<file path="src/rtl/gen_reg_bank_if.sv">
// gen_reg_bank_if: write, read and PC-increment signals of the register bank
interface gen_reg_bank_if #(
   parameter int PA_DATA = 32,
   parameter int PA_SEL = 9
);
   logic wr_en;
   logic [PA_SEL-1:0] wr_sel;
   logic [PA_DATA-1:0] wr_data;
   logic pc_inc_en;
   logic [PA_SEL-1:0] rd_sel_a;
   logic [PA_SEL-1:0] rd_sel_b;
   logic [PA_DATA-1:0] rd_data_a;
   logic [PA_DATA-1:0] rd_data_b;
   logic [PA_DATA-1:0] pc;
   logic wr_err;
   logic [15:0] wr_cnt;
   modport master (
      output wr_en, wr_sel, wr_data, pc_inc_en, rd_sel_a, rd_sel_b,
      input rd_data_a, rd_data_b, pc, wr_err, wr_cnt
   );
   modport slave (
      input wr_en, wr_sel, wr_data, pc_inc_en, rd_sel_a, rd_sel_b,
      output rd_data_a, rd_data_b, pc, wr_err, wr_cnt
   );
endinterface

</file>
<file path="src/rtl/gen_reg_bank.sv">
// gen_reg_bank: general registers plus PC with write port, two registered read ports and PC increment
module gen_reg_bank #(
   parameter int PA_DATA = 32,
   parameter int PA_NREG = 16,
   parameter int PA_SEL = 9,
   parameter logic [PA_SEL-1:0] PA_PC_SEL = 9'h0FF,
   parameter int PA_PC_INC = 4,
   parameter int PA_PC_RST = 0
) (
   input logic clk,
   input logic rst,
   gen_reg_bank_if.slave bus
);
   localparam int IW = PA_NREG > 1 ? $clog2(PA_NREG) : 1;
   if (PA_NREG < 1 || PA_NREG > int'(PA_PC_SEL) || PA_NREG > 2 ** PA_SEL - 1) begin : g_chk
      $fatal(1, "gen_reg_bank: PA_NREG out of range");
   end
   logic [PA_DATA-1:0] regs [PA_NREG];
   logic [PA_DATA-1:0] pc;
   logic [PA_DATA-1:0] rd_a;
   logic [PA_DATA-1:0] rd_b;
   logic [15:0] cnt;
   logic err;
   logic wr_reg;
   logic wr_pc;
   logic wr_inv;
   always_comb begin
      wr_reg = bus.wr_en && ({1'b0, bus.wr_sel} < (PA_SEL+1)'(PA_NREG));
      wr_pc = bus.wr_en && bus.wr_sel == PA_PC_SEL;
      wr_inv = bus.wr_en && !wr_reg && !wr_pc;
   end
   // an explicit write to the selected target is forwarded; PC increments never are
   function automatic logic [PA_DATA-1:0] rd_val(input logic [PA_SEL-1:0] s);
      return ((wr_reg || wr_pc) && s == bus.wr_sel) ? bus.wr_data :
             ({1'b0, s} < (PA_SEL+1)'(PA_NREG)) ? regs[s[IW-1:0]] :
             (s == PA_PC_SEL) ? pc : '0;
   endfunction
   always_ff @(posedge clk) begin
      if (rst) begin
         for (int i = 0; i < PA_NREG; i++) regs[i] <= '0;
         pc <= PA_DATA'(PA_PC_RST);
         rd_a <= '0;
         rd_b <= '0;
         cnt <= '0;
         err <= 1'b0;
      end else begin
         if (wr_reg) regs[bus.wr_sel[IW-1:0]] <= bus.wr_data;
         pc <= wr_pc ? bus.wr_data : bus.pc_inc_en ? pc + PA_DATA'(PA_PC_INC) : pc;
         rd_a <= rd_val(bus.rd_sel_a);
         rd_b <= rd_val(bus.rd_sel_b);
         cnt <= cnt + 16'((wr_reg || wr_pc) ? 1 : 0);
         err <= wr_inv;
      end
   end
   assign bus.rd_data_a = rd_a;
   assign bus.rd_data_b = rd_b;
   assign bus.pc = pc;
   assign bus.wr_err = err;
   assign bus.wr_cnt = cnt;
endmodule

</file>
<file path="src/flat_wrapper.sv">
// flat-port wrapper written by rule: the top's interface ports become plain ports
module gen_reg_bank_flat 
#(
   parameter int PA_DATA = 32,
   parameter int PA_NREG = 16,
   parameter int PA_SEL = 9,
   parameter logic [PA_SEL-1:0] PA_PC_SEL = 9'h0FF,
   parameter int PA_PC_INC = 4,
   parameter int PA_PC_RST = 0
)
  (clk, rst, bus_wr_en, bus_wr_sel, bus_wr_data, bus_pc_inc_en, bus_rd_sel_a, bus_rd_sel_b, bus_rd_data_a, bus_rd_data_b, bus_pc, bus_wr_err, bus_wr_cnt);
  gen_reg_bank_if #(.PA_DATA(PA_DATA), .PA_SEL(PA_SEL)) bus_i ();
  input logic clk;
  input logic rst;
  input wire logic [$bits(bus_i.wr_en)-1:0] bus_wr_en;
  input wire logic [$bits(bus_i.wr_sel)-1:0] bus_wr_sel;
  input wire logic [$bits(bus_i.wr_data)-1:0] bus_wr_data;
  input wire logic [$bits(bus_i.pc_inc_en)-1:0] bus_pc_inc_en;
  input wire logic [$bits(bus_i.rd_sel_a)-1:0] bus_rd_sel_a;
  input wire logic [$bits(bus_i.rd_sel_b)-1:0] bus_rd_sel_b;
  output wire logic [$bits(bus_i.rd_data_a)-1:0] bus_rd_data_a;
  output wire logic [$bits(bus_i.rd_data_b)-1:0] bus_rd_data_b;
  output wire logic [$bits(bus_i.pc)-1:0] bus_pc;
  output wire logic [$bits(bus_i.wr_err)-1:0] bus_wr_err;
  output wire logic [$bits(bus_i.wr_cnt)-1:0] bus_wr_cnt;
  assign bus_i.wr_en = bus_wr_en;
  assign bus_i.wr_sel = bus_wr_sel;
  assign bus_i.wr_data = bus_wr_data;
  assign bus_i.pc_inc_en = bus_pc_inc_en;
  assign bus_i.rd_sel_a = bus_rd_sel_a;
  assign bus_i.rd_sel_b = bus_rd_sel_b;
  assign bus_rd_data_a = bus_i.rd_data_a;
  assign bus_rd_data_b = bus_i.rd_data_b;
  assign bus_pc = bus_i.pc;
  assign bus_wr_err = bus_i.wr_err;
  assign bus_wr_cnt = bus_i.wr_cnt;
  gen_reg_bank #(.PA_DATA(PA_DATA), .PA_NREG(PA_NREG), .PA_SEL(PA_SEL), .PA_PC_SEL(PA_PC_SEL), .PA_PC_INC(PA_PC_INC), .PA_PC_RST(PA_PC_RST)) u_core (.clk(clk), .rst(rst), .bus(bus_i));
endmodule
</file>
<file path="config.mk">
export PLATFORM = sky130hd
export DESIGN_NAME = gen_reg_bank_flat
export DESIGN_NICKNAME = d
export VERILOG_FILES = /design/src/rtl/gen_reg_bank_if.sv /design/src/rtl/gen_reg_bank.sv /design/src/flat_wrapper.sv
export SDC_FILE = /design/constraint.sdc
export NUM_CORES = 1
export LEC_CHECK = 0
export ABC_AREA = 1
export CAP_MARGIN = 20
export CORE_ASPECT_RATIO = 1.4
export CORE_MARGIN = 5
export CORE_UTILIZATION = 30
export CTS_CLUSTER_SIZE = 12
export DETAILED_ROUTE_END_ITERATION = 16
export GPL_TIMING_DRIVEN = 1
export PLACE_DENSITY = 0.46
export SYNTH_ARGS = -nofsm -noshare
export SYNTH_HDL_FRONTEND = slang
export SYNTH_SLANG_ARGS = --single-unit
</file>
<file path="constraint.sdc">
create_clock -name clk -period 5.2 [get_ports clk]
set_input_delay 1.04 -clock clk [delete_from_list [all_inputs] [get_ports clk]]
set_output_delay 1.04 -clock clk [all_outputs]
set_load 0.01 [all_outputs]
</file>
==> results by group <==
Outcome
  • Status: finished clean

Pwr
  • Power Internal: 8.62 mW
  • Gate power share: 0.116
  • P per Cell Area: 300 nW/um2
  • VDD IR max: 0.246 mV
  • Switching portion of total power: 0.279
  • Share of power burned in registers: 0.478
  • P_sw: 3.33 mW
  • Power Total: 11.9 mW
  • Leakage power: 15.4 nW
  • Clock Power Share: 0.406

Layout
  • Share of layout cells above drive strength 1: 0.0609
  • Antenna Cells: 0
  • Final Net Count: 4,595
  • Post-route cell area: 39,800 um2
  • Most frequent cells in the layout: nand2_1 (1,318), nor2_1 (783), edfxtp_1 (512), nand3_1 (407), a21oi_1 (292)
  • Most common cell after layout, fill and taps aside: nand2_1
  • Fill cells: 11,994
  • Syn-to-layout area delta: 15.4%

STA
  • Final Hold Vio Count: 0
  • Worst Tran Pin Value: 1.12 ns
  • Rel. slew slack: 0.253
  • Clock skew: 0.0203 ns
  • Setup violators final: 0
  • Minimum clock period: 3.35 ns
  • Unrepaired setup endpoints after global routing: false
  • Tcrit/Tclk final: 0.645
  • Max Clk Rate: 298 MHz
  • Fin. max-slew vios: 0
  • Setup TNS: 0 ns

Clocking
  • Clock slew at reported path FFs: 0.06 ns
  • CTS sink cnt: 625
  • Num CTS Buffers: 68
  • Root Driver: clkbuf_16
  • H-tree Lvls: 3
  • Hold buffer count at cts: 0
  • CTS tree: done
  • Max Root-Sink Buffers: 3
  • Worst-Skew Late Latency: 0.66 ns
  • # Post-CTS Setup Buffers: 0
  • Cts repair resizes: 0

Floorplanning
  • Initial Util: 0.301
  • Die area: 122,000 um2
  • Die Wd: 297 um
  • Core footprint: 115,000 um2
  • I/O pins: 176
  • Row cnt: 147
  • Overall die height: 411 um

Critical path
  • Arrival time of the worst setup path: 3.63 ns
  • Critical path class: primary input to register
  • Worst setup EP type: register
  • Peak fanout along the critical path: 33
  • Critical Path Start: bus_wr_sel[8]
  • FF-to-FF Start: u_core.bus.pc[4]
  • Worst setup SP type: primary input
  • Required time of the critical path: 5.47 ns

Route
  • Via count: 32,796
  • Post-route ant nets: 0
  • Average wire per standard cell: 26.3 um
  • Via density: 5.40
  • DRC: 0
  • Final WL: 160,000 um
  • Initial drt markers: 3,329
  • TritonRoute pass-1 iters: 6

Place
  • Buffers on Ports: 175
  • Post-DP Area: 37,700 um2
  • HPWL after DPL: 94,500 um
  • Gpl congestion: 0.916

GRT
  • First-pass GRT wire length: 225,000 um
  • Total GRT Usage: 0.251
  • Initial antenna violation count: 3
  • Gr ovfl total: 0
  • Vias in the first global route: 31,586
  • Largest net degree at the start of global routing: 137

Logic synthesis
  • Netlist cell types: 35
  • Cells after synthesis: 4,538
  • Mapped Nets: 4,604
  • Post-synthesis average cell area: 7.61 um2
  • Syn Std Cell Area: 34,500 um2
  • Synth Flop Type: edfxtp_1
  • Synth warn: 0
  • Post-synth EDFFs: 512
  • Asr flop ratio synth: 0
  • Seq/Total Area, Yosys: 0.511
  • Flops & latches, synth: 625

Hold path
  • Hold Crit Start: u_core.bus.wr_cnt[13]
  • HP Class: register to register

Run
  • MaxCap Viol Count: 0
layout make-up:
type / count / area [um2] / area share
Multi-Input combinational cell: 3258 / 14400 / 0.361
Clock inverter: 17 / 180 / 0.00452
Clock buffer: 107 / 1940 / 0.0486
Timing Repair Buffer: 256 / 2620 / 0.0656
Tap cell: 1490 / 1860 / 0.0468
Sequential cell: 625 / 17600 / 0.443
Inverter: 320 / 1220 / 0.0305
state kept, by name (all words and copies together), names as in the netlist:
name,flops
u_core.bus.pc,32
u_core.bus.rd_data_a,32
u_core.bus.rd_data_b,32
u_core.bus.wr_cnt,16
u_core.bus.wr_err,1
u_core.regs,512
critical path, stage by stage:
cell,delay [ns]
clkdlybuf4s50_1,0.52
nor2_1,0.18
nand2_1,0.08
nor2_1,0.13
nand3_1,0.23
nor2_1,0.40
nand2_2,0.07
buf_4,0.32
nand2_2,0.10
buf_4,0.47
cells in the mapped netlist (all sizes together), types with 38 or more instances:
library cell  count  area share
a21oi           292       0.042
nand3           408       0.059
nor2            789       0.086
edfxtp          512        0.45
o211ai          139       0.030
inv             296       0.032
nand4            64       0.012
clkbuf          222       0.024
o21ai           107       0.016
nand2          1354        0.15
or2              38      0.0069
dfxtp           113       0.066
buf             113       0.016
cell families (layout without fill, tap and decap cells):
kind of cell / Yosys count / in the layout / share of synthesized area
DFF: 625 / 625 / 0.511
and+or+nand+nor: 2678 / 2678 / 0.316
AOI/OAI and AO/OA: 560 / 560 / 0.0922
xor gates and xnor gates: 17 / 17 / 0.00431
buffers and inverters: 655 / 700 / 0.0752
adders and majority gates: 3 / 3 / 0.00109
per-layer routing:
layer,up-vias,part of all wire,global-route usage
met5,-,0.00016,0
met4,4,0.056,0.128
met3,385,0.075,0.0335
met2,1614,0.47,0.422
met1,15921,0.40,0.318
li1,14872,-,-
through the flow:
| stage | setup WS, ns | utilization | hold WS [ns] | std cells |
|---|---|---|---|---|
| after floorplan | 2.03 | - | 0.501 | 4538 |
| after global placement | 1.19 | 0.329 | 0.497 | 5949 |
| after detailed placement | 1.20 | 0.329 | 0.508 | 5949 |
| after CTS | 1.91 | 0.348 | 0.517 | 6073 |
| after global routing | 1.72 | 0.348 | 0.539 | 6073 |
| final | 1.85 | 0.348 | 0.515 | 6073 |
power by group through the flow:
stage	sequential, mW	clock (mW)	combinational (mW)
2_1_floorplan	5.79	0	0.793
3_3_place_gp	5.81	0	1.38
3_5_place_dp	5.81	0	1.38
4_1_cts	5.71	4.92	1.38
5_1_grt	5.73	5.10	1.49
6_report	5.71	4.85	1.39
path summary, 6_finish.rpt:
path                                               to  slack (ns)  depth (start not counted)
worst max-delay path               u_core.regs[13][5]        1.85                         10
worst min-delay path            u_core.bus.wr_cnt[13]        0.51                          2
worst max register to register      u_core.bus.pc[27]        2.60                          9
worst min register to register  u_core.bus.wr_cnt[13]        0.51                          2
Power figures use the tool's default switching activity.
